File: src/rtl/sdram_bus_arbiter_pkg.sv
// sdram_bus_arbiter_pkg: shared widths, master ids and lock state encoding
package sdram_bus_arbiter_pkg;
  localparam int ADDR_W = 24;
  localparam int DATA_W = 16;
  localparam int CTX_W = 8;
  localparam int MAX_PEND = 4;
  localparam int SRC_BIT = CTX_W - 1;
  localparam logic M0 = 1'b0;
  localparam logic M1 = 1'b1;
  typedef enum logic {IDLE, LOCKED} lock_state_t;
endpackage

File: src/rtl/sdram_bus_pending_counter.sv
// sdram_bus_pending_counter: in-flight command count with sticky underflow flag
module sdram_bus_pending_counter #(
  parameter int MAX_PENDING = 4,
  parameter int PW = $clog2(MAX_PENDING + 1)
) (
  input  logic          clk,
  input  logic          reset,
  input  logic          inc,
  input  logic          dec,
  output logic [PW-1:0] count,
  output logic          at_limit,
  output logic          underflow
);
  logic [PW-1:0] count_q, count_d;
  logic underflow_q, underflow_d;
  always_comb begin
    count_d = (inc && !dec) ? count_q + PW'(1) :
              (dec && !inc && count_q != '0) ? count_q - PW'(1) : count_q;
    underflow_d = underflow_q || (dec && count_q == '0);
  end
  always_ff @(posedge clk or posedge reset) begin
    if (reset) begin
      count_q <= '0;
      underflow_q <= 1'b0;
    end else begin
      count_q <= count_d;
      underflow_q <= underflow_d;
    end
  end
  assign count = count_q;
  assign at_limit = count_q >= PW'(MAX_PENDING);
  assign underflow = underflow_q;
endmodule

File: src/rtl/sdram_bus_arbiter.sv
// sdram_bus_arbiter: two-master round-robin arbiter onto one SdramCtrl bus,
// grant held while a command is stalled, responses routed by context MSB
module sdram_bus_arbiter
  import sdram_bus_arbiter_pkg::*;
#(
  parameter int ADDR_WIDTH = ADDR_W,
  parameter int DATA_WIDTH = DATA_W,
  parameter int CTX_WIDTH = CTX_W,
  parameter int MAX_PENDING = MAX_PEND,
  parameter int PW = $clog2(MAX_PENDING + 1)
) (
  input  logic                    clk,
  input  logic                    reset,
  input  logic                    io_m0_cmd_valid,
  output logic                    io_m0_cmd_ready,
  input  logic [ADDR_WIDTH-1:0]   io_m0_cmd_payload_address,
  input  logic                    io_m0_cmd_payload_write,
  input  logic [DATA_WIDTH-1:0]   io_m0_cmd_payload_data,
  input  logic [DATA_WIDTH/8-1:0] io_m0_cmd_payload_mask,
  input  logic [CTX_WIDTH-2:0]    io_m0_cmd_payload_context,
  output logic                    io_m0_rsp_valid,
  input  logic                    io_m0_rsp_ready,
  output logic [DATA_WIDTH-1:0]   io_m0_rsp_payload_data,
  output logic [CTX_WIDTH-2:0]    io_m0_rsp_payload_context,
  input  logic                    io_m1_cmd_valid,
  output logic                    io_m1_cmd_ready,
  input  logic [ADDR_WIDTH-1:0]   io_m1_cmd_payload_address,
  input  logic                    io_m1_cmd_payload_write,
  input  logic [DATA_WIDTH-1:0]   io_m1_cmd_payload_data,
  input  logic [DATA_WIDTH/8-1:0] io_m1_cmd_payload_mask,
  input  logic [CTX_WIDTH-2:0]    io_m1_cmd_payload_context,
  output logic                    io_m1_rsp_valid,
  input  logic                    io_m1_rsp_ready,
  output logic [DATA_WIDTH-1:0]   io_m1_rsp_payload_data,
  output logic [CTX_WIDTH-2:0]    io_m1_rsp_payload_context,
  output logic                    io_bus_cmd_valid,
  input  logic                    io_bus_cmd_ready,
  output logic [ADDR_WIDTH-1:0]   io_bus_cmd_payload_address,
  output logic                    io_bus_cmd_payload_write,
  output logic [DATA_WIDTH-1:0]   io_bus_cmd_payload_data,
  output logic [DATA_WIDTH/8-1:0] io_bus_cmd_payload_mask,
  output logic [CTX_WIDTH-1:0]    io_bus_cmd_payload_context,
  input  logic                    io_bus_rsp_valid,
  output logic                    io_bus_rsp_ready,
  input  logic [DATA_WIDTH-1:0]   io_bus_rsp_payload_data,
  input  logic [CTX_WIDTH-1:0]    io_bus_rsp_payload_context,
  output logic [PW-1:0]           io_pending0,
  output logic [PW-1:0]           io_pending1,
  output logic                    io_errorUnderflow
);
  lock_state_t state_q, state_d;
  logic prio_q, prio_d, locked_id_q, locked_id_d;
  logic lock, elig0, elig1, grant, grant_en, fire, rsp_sel, rsp_fire;
  logic lim0, lim1, uf0, uf1;
  always_ff @(posedge clk or posedge reset) begin
    if (reset) state_q <= IDLE;
    else state_q <= state_d;
  end
  always_comb begin
    state_d = state_q == IDLE ? ((io_bus_cmd_valid && !io_bus_cmd_ready) ? LOCKED : IDLE)
                              : (io_bus_cmd_ready ? IDLE : LOCKED);
  end
  always_comb lock = state_q == LOCKED;
  always_comb begin
    elig0 = io_m0_cmd_valid && !lim0;
    elig1 = io_m1_cmd_valid && !lim1;
    grant = lock ? locked_id_q : (elig0 && elig1) ? prio_q : elig1 ? M1 : M0;
    grant_en = !reset && (lock || elig0 || elig1);
    io_bus_cmd_valid = grant_en && (grant == M1 ? io_m1_cmd_valid : io_m0_cmd_valid);
    io_bus_cmd_payload_address = grant == M1 ? io_m1_cmd_payload_address : io_m0_cmd_payload_address;
    io_bus_cmd_payload_write = grant == M1 ? io_m1_cmd_payload_write : io_m0_cmd_payload_write;
    io_bus_cmd_payload_data = grant == M1 ? io_m1_cmd_payload_data : io_m0_cmd_payload_data;
    io_bus_cmd_payload_mask = grant == M1 ? io_m1_cmd_payload_mask : io_m0_cmd_payload_mask;
    io_bus_cmd_payload_context = {grant, grant == M1 ? io_m1_cmd_payload_context : io_m0_cmd_payload_context};
    io_m0_cmd_ready = grant_en && grant == M0 && io_bus_cmd_ready;
    io_m1_cmd_ready = grant_en && grant == M1 && io_bus_cmd_ready;
    fire = io_bus_cmd_valid && io_bus_cmd_ready;
    prio_d = fire ? ~grant : prio_q;
    locked_id_d = (!lock && state_d == LOCKED) ? grant : locked_id_q;
  end
  always_ff @(posedge clk or posedge reset) begin
    if (reset) begin
      prio_q <= M0;
      locked_id_q <= M0;
    end else begin
      prio_q <= prio_d;
      locked_id_q <= locked_id_d;
    end
  end
  // one shared response path; the source bit picks which master sees it
  always_comb begin
    rsp_sel = io_bus_rsp_payload_context[CTX_WIDTH-1];
    io_m0_rsp_valid = io_bus_rsp_valid && rsp_sel == M0;
    io_m1_rsp_valid = io_bus_rsp_valid && rsp_sel == M1;
    io_m0_rsp_payload_data = io_bus_rsp_payload_data;
    io_m1_rsp_payload_data = io_bus_rsp_payload_data;
    io_m0_rsp_payload_context = io_bus_rsp_payload_context[CTX_WIDTH-2:0];
    io_m1_rsp_payload_context = io_bus_rsp_payload_context[CTX_WIDTH-2:0];
    io_bus_rsp_ready = rsp_sel == M1 ? io_m1_rsp_ready : io_m0_rsp_ready;
    rsp_fire = io_bus_rsp_valid && io_bus_rsp_ready;
    io_errorUnderflow = uf0 || uf1;
  end
  sdram_bus_pending_counter #(.MAX_PENDING(MAX_PENDING), .PW(PW)) u_pend0 (
    .clk(clk), .reset(reset),
    .inc(fire && grant == M0), .dec(rsp_fire && rsp_sel == M0),
    .count(io_pending0), .at_limit(lim0), .underflow(uf0)
  );
  sdram_bus_pending_counter #(.MAX_PENDING(MAX_PENDING), .PW(PW)) u_pend1 (
    .clk(clk), .reset(reset),
    .inc(fire && grant == M1), .dec(rsp_fire && rsp_sel == M1),
    .count(io_pending1), .at_limit(lim1), .underflow(uf1)
  );
endmodule

File: config.mk
export PLATFORM = sky130hd
export DESIGN_NAME = sdram_bus_arbiter
export DESIGN_NICKNAME = d
export VERILOG_FILES = /design/src/rtl/sdram_bus_arbiter_pkg.sv /design/src/rtl/sdram_bus_pending_counter.sv /design/src/rtl/sdram_bus_arbiter.sv
export SDC_FILE = /design/constraint.sdc
export NUM_CORES = 1
export LEC_CHECK = 0
export BUFFER_PORTS_ARGS = -buffer_cell sky130_fd_sc_hd__buf_2
export CAP_MARGIN = 10
export CORE_AREA = 2 2 95 97
export DETAILED_ROUTE_END_ITERATION = 6
export DIE_AREA = 0 0 97 99
export PLACE_DENSITY = 0.58
export SETUP_SLACK_MARGIN = 0.2
export SLEW_MARGIN = 20
export SYNTH_ARGS = -nofsm -noshare
export SYNTH_HDL_FRONTEND = slang
export SYNTH_SLANG_ARGS = --single-unit
File: constraint.sdc
create_clock -name clk -period 3.3 [get_ports clk]
set_input_delay 0.66 -clock clk [delete_from_list [all_inputs] [get_ports clk]]
set_output_delay 0.66 -clock clk [all_outputs]
set_load 0.05 [all_outputs]
==> impl_metrics.env, run 1 <==
export IMPL_io_buffers=172
export IMPL_synth_edf_count=0
export IMPL_drtAntennaViolNets=0
export IMPL_drtIter0Drc=48
export IMPL_antenna_cells=0
export IMPL_r2r_setup_slack_ns=0.56
export IMPL_hpwl_um=5320
export IMPL_fin_crit_sh_pct=88.7
export IMPL_path_cells="nand2b_4, or3_4, nand2_2, buf_12, mux2_2, buf_2"
export IMPL_irDropWorstVdd_mv=0.396
export IMPL_initial_core_util_pct=20.7
export IMPL_vias=1798
export IMPL_crit_end="io_bus_cmd_payload_data[13]"
export IMPL_die_area_sq_um=9600
export IMPL_synthToLayoutAreaGrowth_pct=39.8
export IMPL_htree_levels=1
export IMPL_hp_class="register to register"
export IMPL_cts_num_sinks=11
export IMPL_syn_nets=328
export IMPL_routed_wirelength_um=6370
export IMPL_syn_avg_cell_area_sq_um=9.11
export IMPL_hold_violations=0
export IMPL_grt_pass1_vias=1740
export IMPL_die_h_um=99
export IMPL_seq_area_frac_synth_pct=15.6
export IMPL_place_congestion=0.769
export IMPL_setup_viol=0
export IMPL_grt_max_degree=53
export IMPL_avgRoutedWirePerCell_um=14.9
export IMPL_fp_dieW_um=97
export IMPL_rsz0062_at_grt="no"
export IMPL_layout_nets=453
export IMPL_async_flop_share_pct=100
export IMPL_clk_root_buffer_cell="clkbuf_8"
export IMPL_hold_slack_ns=0.446
export IMPL_slew_headroom_pct=68.1
export IMPL_synth_ff_type="dfrtp_1"
export IMPL_endpoint_kind="output port"
export IMPL_ys_ff_latch=11
export IMPL_crit_path_start_kind="register"
export IMPL_max_freq_mhz=342
export IMPL_insertion_delay_ns=0.24
export IMPL_synth_cells=194
export IMPL_critPathKind="register to output port"
export IMPL_cp_required_ns=2.64
export IMPL_rr_startpoint="u_pend0.count[2]"
export IMPL_firstDrtPassIters=3
export IMPL_finalNonFillerCells=426
export IMPL_grt_remaining_overflow=0
export IMPL_synthDistinctLibCells=36
export IMPL_final_common_cell="buf_2"
export IMPL_antenna_found_initial=0
export IMPL_numCtsBuffers=3
export IMPL_clock_path_buffers=2
export IMPL_vias_per_cell=4.22
export IMPL_ys_warn_count=0
export IMPL_worst_path_max_fanout=26
export IMPL_drc=0
export IMPL_grt_usage_pct=11.5
export IMPL_ff2ff_path_depth=8
export IMPL_power_density_nw_per_um2=793
export IMPL_grt_first_pass_wirelength_um=9130
export IMPL_cts_hold_buf=0
export IMPL_worst_slew_pin_slew_ns=0.477
export IMPL_boundaryPins=242
export IMPL_total_leakage_power_nw=1.26
export IMPL_dpl_cell_count=421
export IMPL_run_status="completed"
export IMPL_drive_above_1_share_pct=74.5
export IMPL_cts_tree="yes"
export IMPL_core_rowCount=34
export IMPL_startpoint="u_pend1.count[2]"
export IMPL_path_clk_slew_ns=0.05
export IMPL_core_area_sq_um=8550
export IMPL_r2r_end="u_pend0.count[2]"
export IMPL_slowest_delay_ns=0.47
export IMPL_drv_slew=0
export IMPL_post_route_min_period_ns=2.93
export IMPL_skew_ns=0.00290
export IMPL_cts_setup_buffers=0
export IMPL_syn_area_sq_um=1770
export IMPL_arrival_ns=2.27
export IMPL_tns_ns=0
export IMPL_cap_viol_max_count=0
export IMPL_cpMaxStageDelayCell="dfrtp_1"
export IMPL_layout_common_cells="172 x buf_2, 53 x mux2_2, 11 x nor2_1, 11 x dfrtp_1, 9 x nand2_1"
[per-layer routing]
layer  wire (um)  vias up  global-route usage (%)
met2        3010       93                    18.5
li1            -      885                       -
met1        2700      807                    14.9
met5           0        -                       0
met3         590       13                    4.11
met4          66        0                    1.95
[cells in the mapped netlist, types with 2 or more instances]
cell type	instances	area, sq um
buf_4	47	353
nor2b_1	2	12.5
and2_1	2	12.5
xnor2_1	2	17.5
a22oi_1	2	15.0
a21oi_1	5	25.0
o41ai_1	2	17.5
buf_2	6	30.0
mux2_2	53	597
o21ai_0	4	20.0
fa_1	2	40.0
nor3_1	2	10.0
nand2_1	10	37.5
dfrtp_1	11	275
nor2_1	11	41.3
inv_1	7	26.3
or3_1	5	31.3
nand3_1	3	15.0
[logic make-up (layout without fill, tap and decap cells)]
logic type	count (synthesis)	after routing	synth area share (%)
buf+inv	62	186	24.0
mux	54	54	34.4
simple gates	42	42	13.0
compound gates	21	21	9.84
flops	11	11	15.6
fa+ha+maj	2	2	2.26
xor+xnor	2	2	0.991
[final cells by class]
| type | count | area [sq um] |
|---|---|---|
| Multi-Input combinational cell | 121 | 1080 |
| Timing Repair Buffer | 175 | 913 |
| Tap cell | 108 | 135 |
| Inverter | 7 | 26.3 |
| Clock buffer | 4 | 45.0 |
| Fill cell | 936 | 6080 |
| Sequential cell | 11 | 275 |
[metrics by stage]
stage / util (%) / total power [mW] / cell area, sq um / setup slack (ns)
6_report: 28.9 / 1.96 / 2470 / 0.372
5_1_grt: 28.9 / 2.07 / 2470 / 0.302
4_1_cts: 28.5 / 1.94 / 2440 / 0.230
3_5_place_dp: 28.0 / 1.80 / 2400 / 0.238
3_3_place_gp: 28.0 / 1.77 / 2400 / 0.288
2_1_floorplan: - / 1.61 / 1770 / 0.417
[worst min-delay path by stage]
stage / slack (ns) / end / from / depth (start not counted)
after floorplan: 0.42 / u_pend0.underflow / u_pend0.underflow / 2
after global placement: 0.44 / u_pend0.underflow / u_pend0.underflow / 2
after detailed placement: 0.44 / u_pend1.underflow / u_pend1.underflow / 2
after CTS: 0.45 / u_pend1.underflow / u_pend1.underflow / 2
after global routing: 0.47 / u_pend0.underflow / u_pend0.underflow / 2
final: 0.45 / u_pend0.underflow / u_pend0.underflow / 2
[worst max-delay path, delay by kind of cell (launching register included)]
kind,cells,cell delay (ns)
buf+inv,2,0.41
flops,1,0.47
mux,1,0.38
simple gates,3,0.73
[state kept, by name, indices dropped and copies added (netlist names)]
signal / flops
u_pend1.underflow: 1
locked_id_q: 1
u_pend0.underflow: 1
lock: 1
prio_q: 1
u_pend1.count: 3
u_pend0.count: 3
[report_power, final]
part	switching [mW]	internal (mW)	total (mW)
clock network	0.0502	0.0848	0.135
logic	1.05	0.504	1.55
registers	0.0921	0.180	0.272
total	1.19	0.768	1.96
[repair_timing]
item | CTS | global route
endpoints found under the hold margin | 0 | 0
setup endpoints to repair | 0 | 44
gates resized for setup | 0 | 1
No activity file was read; power rests on OpenSTA's default activity.
==> inputs of run 2 (changes only) <==
--- a/config.mk
+++ b/config.mk
@@ -5,12 +5,13 @@
 export SDC_FILE = /design/constraint.sdc
 export NUM_CORES = 1
 export LEC_CHECK = 0
+export ABC_AREA = 1
 export BUFFER_PORTS_ARGS = -buffer_cell sky130_fd_sc_hd__buf_2
 export CAP_MARGIN = 10
 export CORE_AREA = 2 2 95 97
 export DETAILED_ROUTE_END_ITERATION = 6
 export DIE_AREA = 0 0 97 99
-export PLACE_DENSITY = 0.58
+export PLACE_DENSITY = 0.57
 export SETUP_SLACK_MARGIN = 0.2
 export SLEW_MARGIN = 20
 export SYNTH_ARGS = -nofsm -noshare
==> constraint.sdc (replaced) <==
create_clock -name clk -period 3.3 [get_ports clk]
set_input_delay 0.33 -clock clk [delete_from_list [all_inputs] [get_ports clk]]
set_output_delay 0.33 -clock clk [all_outputs]
set_load 0.05 [all_outputs]
==> impl_metrics.env, run 2 <==
export IMPL_cp_required_ns=2.97
export IMPL_critPathKind="register to output port"
export IMPL_final_setup_worst_slack_ns=0.688
export IMPL_cap_viol_max_count=0
export IMPL_numCtsBuffers=3
export IMPL_drtIter0Drc=46
export IMPL_htree_levels=1
export IMPL_p_clk_share_pct=5.7
export IMPL_vias_per_cell=3.91
export IMPL_total_leakage_power_nw=1.58
export IMPL_grt_remaining_overflow=0
export IMPL_skew_ns=0.00392
export IMPL_grt_max_degree=33
export IMPL_ys_warn_count=0
export IMPL_internal_power_mw=0.724
export IMPL_drc=0
export IMPL_ys_top_cells_by_count="183 x nand2_1, 47 x buf_4, 16 x inv_1"
export IMPL_fin_crit_sh_pct=79.2
export IMPL_drive_above_1_share_pct=44.7
export IMPL_arrival_ns=2.28
export IMPL_ys_top_cells_by_area="nand2_1 40%, buf_4 21%, dfrtp_1 16%"
export IMPL_hp_class="input port to async pin"
export IMPL_die_area_sq_um=9600
export IMPL_io_buffers=172
export IMPL_initial_core_util_pct=19.9
export IMPL_async_flop_share_pct=100
export IMPL_endpoint_kind="output port"
export IMPL_slew_headroom_pct=66.6
export IMPL_postLayoutCellArea_sq_um=2370
export IMPL_place_congestion=0.741
export IMPL_final_common_cell="nand2_1"
export IMPL_worst_path_max_fanout=31
export IMPL_synth_ff_type="dfrtp_1"
export IMPL_firstDrtPassIters=4
export IMPL_antenna_cells=0
export IMPL_synthDistinctLibCells=19
export IMPL_crit_path_start_kind="register"
export IMPL_run_status="completed"
export IMPL_layout_nets=565
export IMPL_multi_input_area_sq_um=957
export IMPL_syn_avg_cell_area_sq_um=5.51
export IMPL_p_sw_mw=1.69
export IMPL_place_area_sq_um=2320
export IMPL_yosysMostFrequentCell="nand2_1"
export IMPL_routed_wirelength_um=5160
export IMPL_core_rowCount=34
export IMPL_cts_hold_buf=0
export IMPL_pwr_share_comb_pct=84.4
export IMPL_path_clk_slew_ns=0.05
export IMPL_worst_slew_pin_slew_ns=0.499
export IMPL_max_freq_mhz=383
export IMPL_syn_nets=442
export IMPL_synth_edf_count=0
export IMPL_layout_common_cells="183 x nand2_1, 172 x buf_2, 16 x inv_1, 15 x nand3_1, 11 x dfrtp_1"
export IMPL_grt_usage_pct=10.0
export IMPL_switching_share_pct=70.1
export IMPL_boundaryPins=242
export IMPL_post_route_min_period_ns=2.61
export IMPL_rsz0062_at_grt="no"
export IMPL_ff2ff_path_depth=13
export IMPL_power_frac_seq_pct=9.9
export IMPL_hpwl_um=4310
export IMPL_synth_top_cell_area_share_pct=40.5
export IMPL_cts_resized=0
export IMPL_irDropWorstVdd_mv=0.552
export IMPL_core_area_sq_um=8550
export IMPL_fp_dieW_um=97
export IMPL_cts_num_sinks=11
export IMPL_drv_slew=0
export IMPL_tns_ns=0
export IMPL_avgRoutedWirePerCell_um=9.58
export IMPL_vias=2102
export IMPL_ys_ff_latch=11
export IMPL_drtAntennaViolNets=0
export IMPL_fillers=963
export IMPL_synthToLayoutAreaGrowth_pct=39.4
export IMPL_final_seq_area_sq_um=275
export IMPL_hold_violations=0
export IMPL_post_synth_top_area_cell="nand2_1"
export IMPL_clock_path_buffers=2
export IMPL_place_ws_ns=0.818
export IMPL_setup_viol=0
export IMPL_die_h_um=99
export IMPL_cts_tree="yes"
export IMPL_seq_area_frac_synth_pct=16.2
export IMPL_grt_first_pass_wirelength_um=8300
export IMPL_r2r_setup_slack_ns=0.86
export IMPL_cts_setup_buffers=0
export IMPL_insertion_delay_ns=0.24
export IMPL_synth_cells=308
export IMPL_syn_area_sq_um=1700
export IMPL_antenna_found_initial=0
export IMPL_clk_root_buffer_cell="clkbuf_8"
export IMPL_grt_pass1_vias=1965
export IMPL_power_density_nw_per_um2=1020
==> run 2: changes by cell type after synthesis, sizes merged, moves of 5 or more <==
cell | previous run | this run
clkbuf | 1 | 10
or3 | 5 | 0
nand3 | 3 | 18
mux2 | 54 | 1
a21oi | 6 | 1
inv | 7 | 17
buf | 54 | 48
nand2 | 10 | 188
nor2 | 11 | 5
==> run 2: kinds of logic (layout without fill, tap and decap cells) <==
family,after synthesis,in the layout,synth area share (%)
and+or+nand+nor,215,215,51.4
buffers and inverters,75,197,27.4
DFF,11,11,16.2
AOI/OAI and AO/OA,4,4,1.99
adders and majority gates,2,2,2.36
muxes,1,1,0.663
==> run 2: worst paths after layout <==
check | from | to
worst max register to register | u_pend0.count[2] | u_pend1.count[2]
max in group asynchronous | reset | u_pend1.count[2]
worst max-delay path | u_pend1.count[2] | io_bus_cmd_payload_data[14]
worst min register to register | u_pend0.underflow | u_pend0.underflow
worst min-delay path | reset | u_pend0.count[1]
min in group clk | io_bus_cmd_ready | lock
==> run 2: power by group through the flow <==
stage | Clock (mW) | Sequential (mW) | Combinational [mW]
after global placement | 0 | 0.240 | 2.05
after CTS | 0.142 | 0.241 | 2.07
after detailed placement | 0 | 0.243 | 2.06
after floorplan | 0 | 0.361 | 1.64
after global routing | 0.149 | 0.248 | 2.21
final | 0.138 | 0.240 | 2.04
==> run 2: cell type report <==
type	count	share of cell area (%)
inverters	17	2.70
repair buffers	176	37.6
well taps	108	5.71
multi-input cells	222	40.4
clock buffers	4	1.90
flip-flops and latches	11	11.6
==> run 2: through the flow <==
stage	total power [mW]	instances	hold slack (ns)	utilization (%)
6_report	2.42	538	0.101	27.7
5_1_grt	2.61	538	0.142	27.7
2_1_floorplan	2.00	308	0.191	-
3_3_place_gp	2.29	534	0.375	27.2
3_5_place_dp	2.30	534	0.367	27.2
4_1_cts	2.45	538	0.110	27.7
==> run 2: metal layers <==
layer | up-vias | track usage, % | share of wire [%]
li1 | 1126 | - | -
met1 | 864 | 12.0 | 41
met2 | 99 | 18.4 | 50
met3 | 13 | 1.84 | 7.4
met4 | 0 | 2.60 | 1.6
met5 | - | 0 | 0
==> run 2: critical path, cell delays in order, from the launching register on <==
cell and delay (ns):
dfrtp_1 0.41, inv_1 0.08, nand2_1 0.10, nor2_4 0.14, nand2_2 0.08, nand2_2 0.39, buf_4 0.39, nand2_1 0.09
nand2_1 0.09, buf_2 0.26
==> inputs of run 3 (changes only) <==
--- a/config.mk
+++ b/config.mk
@@ -8,10 +8,10 @@
 export ABC_AREA = 1
 export BUFFER_PORTS_ARGS = -buffer_cell sky130_fd_sc_hd__buf_2
 export CAP_MARGIN = 10
-export CORE_AREA = 2 2 95 97
+export CORE_AREA = 2 2 94 96
 export DETAILED_ROUTE_END_ITERATION = 6
-export DIE_AREA = 0 0 97 99
-export PLACE_DENSITY = 0.57
+export DIE_AREA = 0 0 96 98
+export PLACE_DENSITY = 0.6
 export SETUP_SLACK_MARGIN = 0.2
 export SLEW_MARGIN = 20
 export SYNTH_ARGS = -nofsm -noshare
==> constraint.sdc (replaced) <==
create_clock -name clk -period 2.3 [get_ports clk]
set_input_delay 0.23 -clock clk [delete_from_list [all_inputs] [get_ports clk]]
set_output_delay 0.23 -clock clk [all_outputs]
set_load 0.05 [all_outputs]
==> impl_metrics.env, run 3 (synthesized netlist as in run 2, its figures left out) <==
export IMPL_final_common_cell="nand2_1"
export IMPL_io_buffers=172
export IMPL_power_density_nw_per_um2=1460
export IMPL_layout_nets=571
export IMPL_cts_hold_buf=0
export IMPL_core_rowCount=34
export IMPL_numCtsBuffers=3
export IMPL_grt_pass1_vias=2049
export IMPL_firstDrtPassIters=4
export IMPL_place_area_sq_um=2340
export IMPL_drv_slew=0
export IMPL_slew_headroom_pct=83.0
export IMPL_rr_startpoint="u_pend1.count[2]"
export IMPL_hold_violations=0
export IMPL_clk_root_buffer_cell="clkbuf_8"
export IMPL_layout_common_cells="180 x nand2_1, 165 x buf_2, 13 x inv_1, 11 x nand3_1, 9 x dfrtp_1"
export IMPL_initial_core_util_pct=20.1
export IMPL_insertion_delay_ns=0.24
export IMPL_die_area_sq_um=9410
export IMPL_irDropWorstVdd_mv=0.663
export IMPL_r2r_end="u_pend0.count[2]"
export IMPL_drtAntennaViolNets=0
export IMPL_worst_path_max_fanout=4
export IMPL_post_route_min_period_ns=2.01
export IMPL_hp_class="input port to async pin"
export IMPL_grt_usage_pct=11.7
export IMPL_cts_num_sinks=11
export IMPL_synthToLayoutAreaGrowth_pct=50.3
export IMPL_final_setup_worst_slack_ns=0.292
export IMPL_postLayoutCellArea_sq_um=2550
export IMPL_slowest_delay_ns=0.42
export IMPL_max_freq_mhz=498
export IMPL_worst_path_buf_inv=2
export IMPL_grt_max_degree=40
export IMPL_finalNonFillerCells=544
export IMPL_cp_required_ns=2.43
export IMPL_crit_path_start_kind="register"
export IMPL_fin_crit_sh_pct=87.3
export IMPL_dpl_cell_count=535
export IMPL_cts_tree="yes"
export IMPL_hpwl_um=4800
export IMPL_path_clk_slew_ns=0.05
export IMPL_tns_ns=0
export IMPL_arrival_ns=2.14
export IMPL_cap_viol_max_count=0
export IMPL_fp_dieW_um=96
export IMPL_die_h_um=98
export IMPL_r2r_setup_slack_ns=0.29
export IMPL_critPathKind="register to register"
export IMPL_place_congestion=0.794
export IMPL_setup_viol=0
export IMPL_ff2ff_path_depth=13
export IMPL_rsz0062_at_grt="yes"
export IMPL_run_status="completed"
export IMPL_path_cells="inv_2, nand2_4, nor2_4, nand2_2, nand3_2, nand3_2, nor2_4, nand3_4, fa_2, inv_2, nand2_1, nand3_1, nand2_1"
export IMPL_total_leakage_power_nw=1.63
export IMPL_vias=2216
export IMPL_avgRoutedWirePerCell_um=10.6
export IMPL_htree_levels=1
export IMPL_drtIter0Drc=36
export IMPL_power_mw=3.72
export IMPL_clock_path_buffers=2
export IMPL_core_area_sq_um=8470
export IMPL_worst_slew_pin_slew_ns=0.253
export IMPL_vias_per_cell=4.07
export IMPL_drc=0
export IMPL_antenna_cells=0
export IMPL_skew_ns=0.00206
export IMPL_place_ws_ns=0.149
export IMPL_antenna_found_initial=0
export IMPL_routed_wirelength_um=5790
export IMPL_hold_slack_ns=0.00991
export IMPL_cp_top_family="simple AND/OR/NAND/NOR gates"
export IMPL_cpMaxStageDelayCell="dfrtp_2"
export IMPL_boundaryPins=242
export IMPL_finalCoreUtilization_pct=30.1
export IMPL_drive_above_1_share_pct=49.1
export IMPL_grt_remaining_overflow=0
export IMPL_grt_first_pass_wirelength_um=9030
export IMPL_endpoint_kind="register"
==> run 3: cell count changes in the layout (fill, tap and decap cells not counted), sizes merged <==
cell    before  now
buf        176  175
clkbuf       4   11
==> run 3: where the power goes <==
part / switching, mW / internal (mW) / leakage, nW
registers: 0.0870 / 0.271 / 0.125
clock network: 0.0730 / 0.122 / 0.0228
logic: 2.36 / 0.805 / 1.48
==> run 3: routing by layer <==
layer | GRT usage (%) | vias up | part of all wire, %
li1 | - | 1139 | -
met3 | 2.78 | 7 | 9.3
met5 | 0 | - | 0
met2 | 21.6 | 118 | 51
met1 | 13.3 | 952 | 39
met4 | 2.64 | 0 | 0.92
==> run 3: worst reg2reg max path: stages (launching register included) <==
cell     delay [ns]
dfrtp_2        0.42
inv_2          0.08
nand2_4        0.05
nor2_4         0.14
nand2_2        0.11
nand3_2        0.08
nand3_2        0.09
nor2_4         0.20
nand3_4        0.11
fa_2           0.38
inv_2          0.05
nand2_1        0.06
nand3_1        0.07
nand2_1        0.05
==> run 3: how the worst max path moves through the flow <==
stage / from / to / slack, ns / depth (start not counted)
3_5_place_dp: u_pend1.count[2] / u_pend1.count[2] / 0.15 / 13
6_report: u_pend1.count[2] / u_pend0.count[2] / 0.29 / 13
2_1_floorplan: u_pend1.count[2] / u_pend0.count[2] / 0.20 / 13
4_1_cts: u_pend0.count[2] / io_bus_cmd_payload_data[13] / 0.16 / 7
3_3_place_gp: u_pend1.count[2] / u_pend1.count[2] / 0.25 / 13
5_1_grt: u_pend1.count[2] / u_pend0.count[2] / 0.17 / 13
==> run 3: layout make-up <==
class	count	area [sq um]
Clock buffer	4	45.0
Fill cell	965	5910
Multi-Input combinational cell	222	1040
Tap cell	108	135
Timing Repair Buffer	182	990
Inverter	17	66.3
Sequential cell	11	278
==> run 3: timing repair <==
item,in CTS,in global routing
setup buffers,0,5
setup endpoints to repair,38,55
gates cloned,0,0
gates resized for setup,5,30
pin swaps,0,6
